$ cat src/rtl/uart_rx_pkg.sv
// rtl/uart_rx_pkg.sv - shared state encoding and constants for the UART receive controller
package uart_rx_pkg;

  // Frame sequencing states; 3-bit encoding shared by controller and any observers
  typedef enum logic [2:0] {
    IDLE    = 3'd0,
    START   = 3'd1,
    DATA    = 3'd2,
    PARITY  = 3'd3,
    STOP    = 3'd4,
    ERR_CHK = 3'd5
  } rx_state_e;

  // Default number of data bits per frame
  localparam int unsigned UART_DATA_W = 8;

  // Supported oversampling ratios
  localparam int unsigned PRESCALE_8  = 8;
  localparam int unsigned PRESCALE_16 = 16;
  localparam int unsigned PRESCALE_32 = 32;

  // True for states in which the edge and bit counters advance
  function automatic logic is_counting(input rx_state_e s);
    return (s != IDLE) && (s != ERR_CHK);
  endfunction

  // True when the oversampling ratio is one the receiver supports
  function automatic logic prescale_legal(input int unsigned p);
    return (p == PRESCALE_8) || (p == PRESCALE_16) || (p == PRESCALE_32);
  endfunction

endpackage

$ cat src/rtl/uart_rx_ctrl_edge_bit_counter.sv
// rtl/uart_rx_ctrl_edge_bit_counter.sv - oversampling edge counter and frame bit counter
module edge_bit_counter #(
  parameter int unsigned PRESCALE_W = 6,
  parameter int unsigned BIT_CNT_W  = 4
) (
  input  logic                  CLK,
  input  logic                  RST,
  input  logic                  enable,
  input  logic [PRESCALE_W-1:0] Prescale,
  output logic [PRESCALE_W-1:0] edge_cnt,
  output logic [BIT_CNT_W-1:0]  bit_cnt
);

  localparam logic [PRESCALE_W-1:0] EDGE_ONE = PRESCALE_W'(1);
  localparam logic [BIT_CNT_W-1:0]  BIT_ONE  = BIT_CNT_W'(1);

  logic [PRESCALE_W-1:0] edge_cnt_q, edge_cnt_d;
  logic [BIT_CNT_W-1:0]  bit_cnt_q, bit_cnt_d;
  logic                  wrap;

  // The last oversampling edge of the current bit
  assign wrap = (edge_cnt_q == (Prescale - EDGE_ONE));

  // Advance edges, roll into the next bit on wrap, clear whenever counting is disabled
  always_comb begin
    edge_cnt_d = edge_cnt_q;
    bit_cnt_d  = bit_cnt_q;
    if (!enable) begin
      edge_cnt_d = '0;
      bit_cnt_d  = '0;
    end else if (wrap) begin
      edge_cnt_d = '0;
      bit_cnt_d  = bit_cnt_q + BIT_ONE;
    end else begin
      edge_cnt_d = edge_cnt_q + EDGE_ONE;
    end
  end

  // Counter registers with asynchronous clear
  always_ff @(posedge CLK or negedge RST) begin
    if (!RST) begin
      edge_cnt_q <= '0;
      bit_cnt_q  <= '0;
    end else begin
      edge_cnt_q <= edge_cnt_d;
      bit_cnt_q  <= bit_cnt_d;
    end
  end

  assign edge_cnt = edge_cnt_q;
  assign bit_cnt  = bit_cnt_q;

endmodule

$ cat src/rtl/uart_rx_ctrl.sv
// rtl/uart_rx_ctrl.sv - UART receive frame sequencer issuing checker, deserializer and valid strobes
module uart_rx_ctrl
  import uart_rx_pkg::*;
#(
  parameter int unsigned DATA_W     = UART_DATA_W,
  parameter int unsigned PRESCALE_W = 6,
  parameter int unsigned BIT_CNT_W  = 4
) (
  input  logic                  CLK,
  input  logic                  RST,
  input  logic                  RX_IN,
  input  logic                  PAR_EN,
  input  logic [PRESCALE_W-1:0] Prescale,
  input  logic                  strt_glitch,
  input  logic                  par_err,
  input  logic                  stp_err,
  output logic [PRESCALE_W-1:0] edge_cnt,
  output logic [BIT_CNT_W-1:0]  bit_cnt,
  output logic                  data_samp_en,
  output logic                  strt_chk_en,
  output logic                  par_chk_en,
  output logic                  stp_chk_en,
  output logic                  deser_en,
  output logic                  data_valid
);

  localparam logic [PRESCALE_W-1:0] EDGE_ONE   = PRESCALE_W'(1);
  localparam logic [BIT_CNT_W-1:0]  FIRST_DATA = BIT_CNT_W'(1);
  localparam logic [BIT_CNT_W-1:0]  LAST_DATA  = BIT_CNT_W'(DATA_W);

  rx_state_e state_q, state_d;
  logic      bit_end;
  logic      strt_abort;
  logic      stop_done;
  logic      cnt_en;

  assign bit_end = (edge_cnt == (Prescale - EDGE_ONE));

  // The start checker's verdict is consumed on the first edge of the first data bit
  assign strt_abort = (state_q == DATA) && (bit_cnt == FIRST_DATA) &&
                      (edge_cnt == '0) && strt_glitch;

  // The stop bit ends the frame without rolling into another bit
  assign stop_done = (state_q == STOP) && bit_end;

  // Counters run inside a frame and clear on the cycle the frame ends or aborts
  assign cnt_en = is_counting(state_q) && !strt_abort && !stop_done;

  edge_bit_counter #(
    .PRESCALE_W (PRESCALE_W),
    .BIT_CNT_W  (BIT_CNT_W)
  ) u_edge_bit_counter (
    .CLK      (CLK),
    .RST      (RST),
    .enable   (cnt_en),
    .Prescale (Prescale),
    .edge_cnt (edge_cnt),
    .bit_cnt  (bit_cnt)
  );

  // Next-state selection; bit boundaries are taken from the counter's last edge
  always_comb begin
    state_d = state_q;
    unique case (state_q)
      IDLE:    if (!RX_IN) state_d = START;
      START:   if (bit_end) state_d = DATA;
      DATA: begin
        if (strt_abort) begin
          state_d = IDLE;
        end else if (bit_end && (bit_cnt == LAST_DATA)) begin
          state_d = PAR_EN ? PARITY : STOP;
        end
      end
      PARITY:  if (bit_end) state_d = STOP;
      STOP:    if (bit_end) state_d = ERR_CHK;
      ERR_CHK: state_d = RX_IN ? IDLE : START;
      default: state_d = IDLE;
    endcase
  end

  // State register; reset discards any frame in flight
  always_ff @(posedge CLK or negedge RST) begin
    if (!RST) begin
      state_q <= IDLE;
    end else begin
      state_q <= state_d;
    end
  end

  // Oversampling ratio must be a supported value while a frame is being received
  always_ff @(posedge CLK) begin
    if (RST && (state_q != IDLE)) begin
      assert (prescale_legal(int'(Prescale)));
    end
  end

  // Strobes decode the registered state and counters so they hold no combinational input paths,
  // except data_valid which must see the checkers' registered verdicts in ERR_CHK itself
  assign data_samp_en = (state_q != IDLE);
  assign strt_chk_en  = (state_q == START)  && bit_end;
  assign deser_en     = (state_q == DATA)   && bit_end;
  assign par_chk_en   = (state_q == PARITY) && bit_end;
  assign stp_chk_en   = (state_q == STOP)   && bit_end;
  assign data_valid   = (state_q == ERR_CHK) && !stp_err && !(PAR_EN && par_err);

endmodule

$ cat config.mk
export PLATFORM = sky130hd
export DESIGN_NAME = uart_rx_ctrl
export DESIGN_NICKNAME = d
export VERILOG_FILES = /design/src/rtl/uart_rx_pkg.sv /design/src/rtl/uart_rx_ctrl_edge_bit_counter.sv /design/src/rtl/uart_rx_ctrl.sv
export SDC_FILE = /design/constraint.sdc
export NUM_CORES = 1
export LEC_CHECK = 0
export ABC_AREA = 1
export CORE_ASPECT_RATIO = 0.5
export CORE_UTILIZATION = 52
export CTS_CLUSTER_SIZE = 24
export DETAILED_ROUTE_END_ITERATION = 12
export GPL_ROUTABILITY_DRIVEN = 0
export PLACE_DENSITY = 0.79
export SYNTH_ARGS = -nofsm -noshare
export SYNTH_HDL_FRONTEND = slang
export SYNTH_HIERARCHICAL = 1
export SYNTH_SLANG_ARGS = --single-unit
export TNS_END_PERCENT = 1
$ cat constraint.sdc
create_clock -name CLK -period 1.95 [get_ports CLK]
set_input_delay 0.39 -clock CLK [delete_from_list [all_inputs] [get_ports CLK]]
set_output_delay 0.39 -clock CLK [all_outputs]
set_load 0.1 [all_outputs]
==> summary.md, run 1 <==
| Metric | Value |
|---|---|
| Status | `complete, but fails checks` |
| Failing checks | `negative setup slack` |
| Vias | `1542` |
| Vias in the first global route | `1351` |
| Mapped Avg Cell Area | `6.56 um2` |
| Final Max Tran Viols | `0` |
| P per Cell Area | `1140 nW/um2` |
| Number of clock sinks | `13` |
| Site Rows | `13` |
| CTS buffer count | `3` |
| Initial antenna violation count | `0` |
| # diodes | `0` |
| Crit path kind | `flip-flop to output pin` |
| Area grow syn2layout | `52.1%` |
| Synth Net Count | `236` |
| Router iterations before antenna repair | `4` |
| Via-per-instance ratio | `5.07` |
| Post-DP HPWL | `3020 um` |
| Post-Syn Instances | `219` |
| Total core area | `2600 um2` |
| Average wire per standard cell | `12.5 um` |
| DRC viols | `0` |
| YS warnings | `6` |
| Fraction of layout cells with a size suffix above 1 | `0.367` |
| Max VDD drop | `1310 uV` |
| R2r worst-path depth | `10` |
| IO buf count | `28` |
| Post-layout min period | `2.10 ns` |
| Critical path endpoint category | `output pin` |
| IO Count | `29` |
| Synthesized flop and latch total | `13` |
| Post-route ant nets | `0` |
| Post-synthesis sequential area ratio | `0.226` |
| CTS root buf | `clkbuf_8` |
| Final-layout fill cell count | `156` |
| LEAKAGE | `0.00105 uW` |
| Setup violators final | `4` |
| EDFF count, synth | `0` |
| Async set or reset register ratio after synthesis | `1.00` |
| Initial Util | `0.552` |
| Rel. slew slack | `0.602` |
| Final hold violation count | `0` |
| Synth cell types | `26` |
| Main combinational cell family by area after synthesis | `simple AND/OR/NAND/NOR gates` |
| CTS H-tree depth | `1` |
| Die area | `2990 um2` |
| Post-synthesis mux area share | `0` |
| Chip height | `39.2 um` |
| Hold bufs inserted after CTS | `0` |
| Ys flop type | `dfrtp_1` |
| Core Util, Final | `0.839` |
| DRT Wirelength | `3810 um` |
| Max Cap Viol | `0` |
| Skew-Pair Late Insertion Delay | `0.24 ns` |
| XOR/XNOR Fraction of Synth Area | `0.0488` |
| Grt total ovfl | `0` |
| First-pass GRT wire length | `5960 um` |
| Post-synthesis compound-gate area fraction | `0.0366` |
| CTS Buffer Depth | `2` |
| Worst EP required | `1.56 ns` |
| Post-route worst setup slack | `-0.150 ns` |
| Worst-margin pin slew | `0.595 ns` |
| Skew final | `0.00547 ns` |
| Flop2flop setup slack | `0.17 ns` |
| Critical path arrival | `1.71 ns` |
| Cell area after synthesis | `1440 um2` |
| DRT iter0 DRCs | `60` |
| Tcrit/Tclk final | `1.08` |
| Clock slew seen by the registers of the worst setup and hold paths | `0.06 ns` |
| HP Class | `input port to asynchronous set/reset pin` |
| Nets | `285` |
| CP max FO | `6` |
| RSZ-0062 raised after global routing | `yes` |
| Die width | `76.3 um` |
| GRT Resource Usage Total | `0.262` |
| Design Power | `2480 uW` |
| Highest Clock Rate | `0.476 GHz` |
| Simple-gate share of the synthesized area | `0.535` |
| Adder-Cell Fraction of Synth Area | `0.0348` |
| Largest net degree at the start of global routing | `14` |
| CTS tree | `done` |
| CP Launch Type | `flip-flop` |
## placed cells by master, fill, tap and decap left out, types with 7 or more instances in the layout
| master | Yosys | final |
|---|---|---|
| nor2_2 | 10 | 10 |
| nand2_1 | 64 | 61 |
| buf_4 | 0 | 17 |
| nand2_2 | 6 | 9 |
| nand3_2 | 7 | 7 |
| nor2_1 | 20 | 15 |
| inv_2 | 8 | 10 |
| inv_1 | 33 | 31 |
| dfrtp_1 | 13 | 7 |
| buf_12 | 0 | 16 |
| nand3_1 | 23 | 23 |
## kinds of logic after synthesis
group,count (synthesis)
adders and majority gates,4
DFF,13
AOI/OAI and AO/OA,6
xor gates and xnor gates,8
and+or+nand+nor,145
buffers and inverters,43
## layout make-up
| class | instances | area [um2] | share of cell area |
|---|---|---|---|
| tap | 37 | 46.3 | 0.0212 |
| multi-input combinational | 163 | 1020 | 0.466 |
| timing repair buffer | 45 | 567 | 0.259 |
| clock buffer | 4 | 45.0 | 0.0206 |
| inverter | 42 | 165 | 0.0756 |
| sequential | 13 | 343 | 0.157 |
## critical path: stages, from the launching register on
cell     delay [ns]
dfrtp_4        0.48
inv_1          0.07
nand2_1        0.07
nand2_1        0.10
nand2_2        0.07
a21oi_4        0.16
nand3_4        0.17
nor2_4         0.16
buf_12         0.19
## metal layers
| layer | wire length (um) | share of wire | global-route usage |
|---|---|---|---|
| met4 | 28 | 0.0074 | 0.0433 |
| met1 | 1620 | 0.43 | 0.312 |
| met5 | 0 | 0 | 0 |
| met2 | 2000 | 0.52 | 0.518 |
| met3 | 163 | 0.043 | 0.0494 |
## registers in the layout, summed over array words and instances, names as in the netlist
register                     count
u_edge_bit_counter/edge_cnt      6
u_edge_bit_counter/bit_cnt       4
state_q                          3
## through the flow
stage                     setup TNS, ns  instances  setup slack, ns  hold WS, ns  instance area (um2)
after detailed placement         -10.15        298           -0.667        0.569                 2080
after global routing             -0.774        304           -0.210        0.578                 2180
final                            -0.541        304           -0.150        0.526                 2180
after global placement            -9.29        298           -0.610        0.558                 2080
after floorplan                   -1.38        219           -0.276       0.0944                 1500
after CTS                        -0.641        304           -0.191        0.543                 2170
## synth_stat cells, types with 2 or more instances
library cell | number | share of area
nand2_2 | 6 | 0.026
nor2_1 | 20 | 0.052
xnor2_1 | 2 | 0.012
nor3_1 | 3 | 0.010
nand3_2 | 7 | 0.049
ha_1 | 4 | 0.035
nand3_1 | 23 | 0.080
nor2_8 | 2 | 0.028
nor2_2 | 10 | 0.044
xor2_1 | 6 | 0.037
nand4_1 | 4 | 0.017
nand2_1 | 64 | 0.17
inv_1 | 33 | 0.086
inv_2 | 8 | 0.021
nand2_8 | 2 | 0.028
dfrtp_1 | 13 | 0.23
nand2_4 | 2 | 0.016
o21bai_1 | 2 | 0.010
## worst paths after layout
kind | start | end
setup / recovery | u_edge_bit_counter/edge_cnt[3] | par_chk_en
hold / removal | RST | u_edge_bit_counter/bit_cnt[3]
setup reg to reg | u_edge_bit_counter/edge_cnt[3] | u_edge_bit_counter/bit_cnt[3]
hold reg to reg | state_q[1] | state_q[1]
max in group asynchronous | RST | u_edge_bit_counter/edge_cnt[4]
min in group CLK | state_q[1] | state_q[1]
## report_power, final
| part | internal [uW] | total, uW | switching [uW] |
|---|---|---|---|
| Clock | 144 | 237 | 93.2 |
| Combinational | 612 | 1790 | 1170 |
| Sequential | 357 | 459 | 102 |
| Total | 1110 | 2480 | 1370 |
## what timing repair did
action / 4_1_cts / 5_1_grt
setup buffers: 2 / 0
resized for setup: 20 / 9
pin swaps: 11 / 8
endpoints found under the setup margin: 17 / 14
No activity file was read; power rests on OpenSTA's default activity.
==> run 2, diff against run 1 <==
--- a/config.mk
+++ b/config.mk
@@ -7,13 +7,14 @@
 export LEC_CHECK = 0
 export ABC_AREA = 1
 export CORE_ASPECT_RATIO = 0.5
-export CORE_UTILIZATION = 52
+export CORE_UTILIZATION = 53
+export CTS_BUF_LIST = sky130_fd_sc_hd__clkbuf_4 sky130_fd_sc_hd__clkbuf_8
 export CTS_CLUSTER_SIZE = 24
 export DETAILED_ROUTE_END_ITERATION = 12
 export GPL_ROUTABILITY_DRIVEN = 0
-export PLACE_DENSITY = 0.79
+export PLACE_DENSITY = 0.8
 export SYNTH_ARGS = -nofsm -noshare
 export SYNTH_HDL_FRONTEND = slang
 export SYNTH_HIERARCHICAL = 1
 export SYNTH_SLANG_ARGS = --single-unit
-export TNS_END_PERCENT = 1
+export TNS_END_PERCENT = 5
==> run 2 against run 1 <==
Compared with the run above: the run still ends with negative setup slack left; clock power grew 7%; fmax fell by 2.0%; flip-flop and latch count unchanged; setup slack worse by 0.043 ns; critical path depth grew 1; sequential power shrank 2%; final area barely moved; final cell count is the same; first-iteration DRC count is 15% lower; core utilization up 7.6 points; power is 2.0% higher; clock-buffer cell count unchanged; critical path type is now input port to output pin; largest cell class unchanged; highest routed layer unchanged.
==> summary.md, run 2 (same netlist as run 1, synthesis figures left out) <==
| Metric | Value |
|---|---|
| Status | `complete, but fails checks` |
| Failing checks | `negative setup slack` |
| Router iterations before antenna repair | `4` |
| DRT Wirelength | `4100 um` |
| R2r worst-path depth | `10` |
| Setup violators final | `4` |
| Initial antenna violation count | `0` |
| Worst-margin pin slew | `0.587 ns` |
| Rel. slew slack | `0.608` |
| FF+latch area | `343 um2` |
| CP max FO | `8` |
| Final hold violation count | `0` |
| Hold bufs inserted after CTS | `0` |
| Max Cap Viol | `0` |
| Post-layout min period | `2.14 ns` |
| LEAKAGE | `0.00106 uW` |
| Highest Clock Rate | `0.467 GHz` |
| Nets | `287` |
| WHS | `0.518 ns` |
| CTS buffer count | `3` |
| Final-layout fill cell count | `98` |
| Pre-CTS setup slack | `-0.738 ns` |
| P per Cell Area | `1160 nW/um2` |
| Average wire per standard cell | `13.5 um` |
| Multi-input gate area | `1000 um2` |
| IO Count | `29` |
| CTS Buffer Depth | `2` |
| DRT iter0 DRCs | `51` |
| Max reg flops | `6` |
| Worst EP required | `1.56 ns` |
| RR Startpoint | `u_edge_bit_counter/edge_cnt[3]` |
| IO buf count | `28` |
| # diodes | `0` |
| GRT Resource Usage Total | `0.326` |
| Post-route worst setup slack | `-0.193 ns` |
| Fraction of layout cells with a size suffix above 1 | `0.364` |
| Die width | `75.6 um` |
| Vias in the first global route | `1558` |
| CTS H-tree depth | `1` |
| Site Rows | `12` |
| Largest net degree at the start of global routing | `14` |
| CTS root buf | `clkbuf_8` |
| CTS tree | `done` |
| CP Launch Type | `input port` |
| First-pass GRT wire length | `6720 um` |
| Chip height | `38.8 um` |
| Skew-Pair Late Insertion Delay | `0.24 ns` |
| Post-DP HPWL | `3280 um` |
| Critical path arrival | `1.75 ns` |
| Most frequent cells in the layout | `nand2_1 (63), inv_1 (30), nand3_1 (23)` |
| RSZ-0062 raised after global routing | `yes` |
| Critical path endpoint category | `output pin` |
| Initial Util | `0.602` |
| Vias | `1600` |
| Total core area | `2390 um2` |
| Max VDD drop | `991 uV` |
| Clock slew seen by the registers of the worst setup and hold paths | `0.06 ns` |
| Area grow syn2layout | `52.2%` |
| Skew final | `0.00614 ns` |
| Most common cell after layout, fill and taps aside | `nand2_1` |
| DRC viols | `0` |
| Post-route ant nets | `0` |
| Grt total ovfl | `0` |
| HP Class | `input port to asynchronous set/reset pin` |
| Final Max Tran Viols | `0` |
| Via-per-instance ratio | `5.26` |
| Die area | `2930 um2` |
| Tcrit/Tclk final | `1.10` |
| Critical R2R Capture | `u_edge_bit_counter/bit_cnt[0]` |
| Number of clock sinks | `13` |
| Crit path kind | `input port to output pin` |
| Flop2flop setup slack | `0.10 ns` |
[run 2: cell types whose count changed in the layout (fill, tap and decap cells not counted), moves of 2 or more]
cell           delta
dlygate4sd2_1     +2
buf_4             +2
nand2_2           -2
nand2_1           +2
[run 2: what timing repair did]
action	4_1_cts	5_1_grt
setup buffers	2	0
pin swaps	13	8
gates resized for setup	20	2
setup endpoints to repair	16	14
[run 2: metal layers]
metal | track usage | wire [um] | up-vias
met4 | 0.0972 | 99 | 0
met1 | 0.348 | 1610 | 727
met2 | 0.656 | 2140 | 77
met3 | 0.0729 | 253 | 17
li1 | - | - | 779
met5 | 0 | 0 | -
[run 2: how the worst max path moves through the flow]
stage / start / endpoint / slack, ns / cells past startpoint
CTS: Prescale[1] / strt_chk_en / -0.24 / 12
detailed placement: Prescale[1] / u_edge_bit_counter/bit_cnt[0] / -0.74 / 14
global placement: Prescale[1] / deser_en / -0.62 / 12
floorplan: u_edge_bit_counter/edge_cnt[2] / deser_en / -0.28 / 6
global route: Prescale[1] / strt_chk_en / -0.27 / 12
finish: Prescale[2] / strt_chk_en / -0.19 / 9
[run 2: power by group]
part | switching [uW] | internal, uW | leakage (uW)
registers | 90.1 | 358 | 0.000165
logic | 1210 | 619 | 0.000872
clock network | 96.2 | 158 | 0.0000262
total | 1400 | 1130 | 0.00106
[run 2: layout make-up]
type,count,area share
Sequential cell,13,0.157
Clock buffer,4,0.0223
Tap cell,35,0.0200
Multi-Input combinational cell,163,0.459
Inverter,42,0.0744
Timing Repair Buffer,47,0.267
[run 2: metrics by stage]
stage	instances	cell area [um2]	power, uW	utilization	setup TNS, ns
floorplan	219	1500	1710	-	-1.38
global placement	298	2100	2150	0.878	-9.15
detailed placement	298	2100	2230	0.878	-10.52
CTS	304	2180	2520	0.914	-0.879
global route	304	2190	2680	0.916	-1.08
finish	304	2190	2530	0.916	-0.742
[run 2: worst max-delay path: stages]
cell	delay (ns)
dlygate4sd2_1	0.27
inv_2	0.09
nand2_2	0.07
nor2_4	0.10
nand2_1	0.07
a21oi_2	0.19
nand3_4	0.21
nor2_4	0.17
buf_12	0.18
==> run 3, diff against run 2 <==
--- a/config.mk
+++ b/config.mk
@@ -6,6 +6,7 @@
 export NUM_CORES = 1
 export LEC_CHECK = 0
 export ABC_AREA = 1
+export ABC_CLOCK_PERIOD_IN_PS = 1950
 export CORE_ASPECT_RATIO = 0.5
 export CORE_UTILIZATION = 53
 export CTS_BUF_LIST = sky130_fd_sc_hd__clkbuf_4 sky130_fd_sc_hd__clkbuf_8
==> results of run 3 <==
Same layout as run 2: the final DEF is identical, and so are final timing and power.
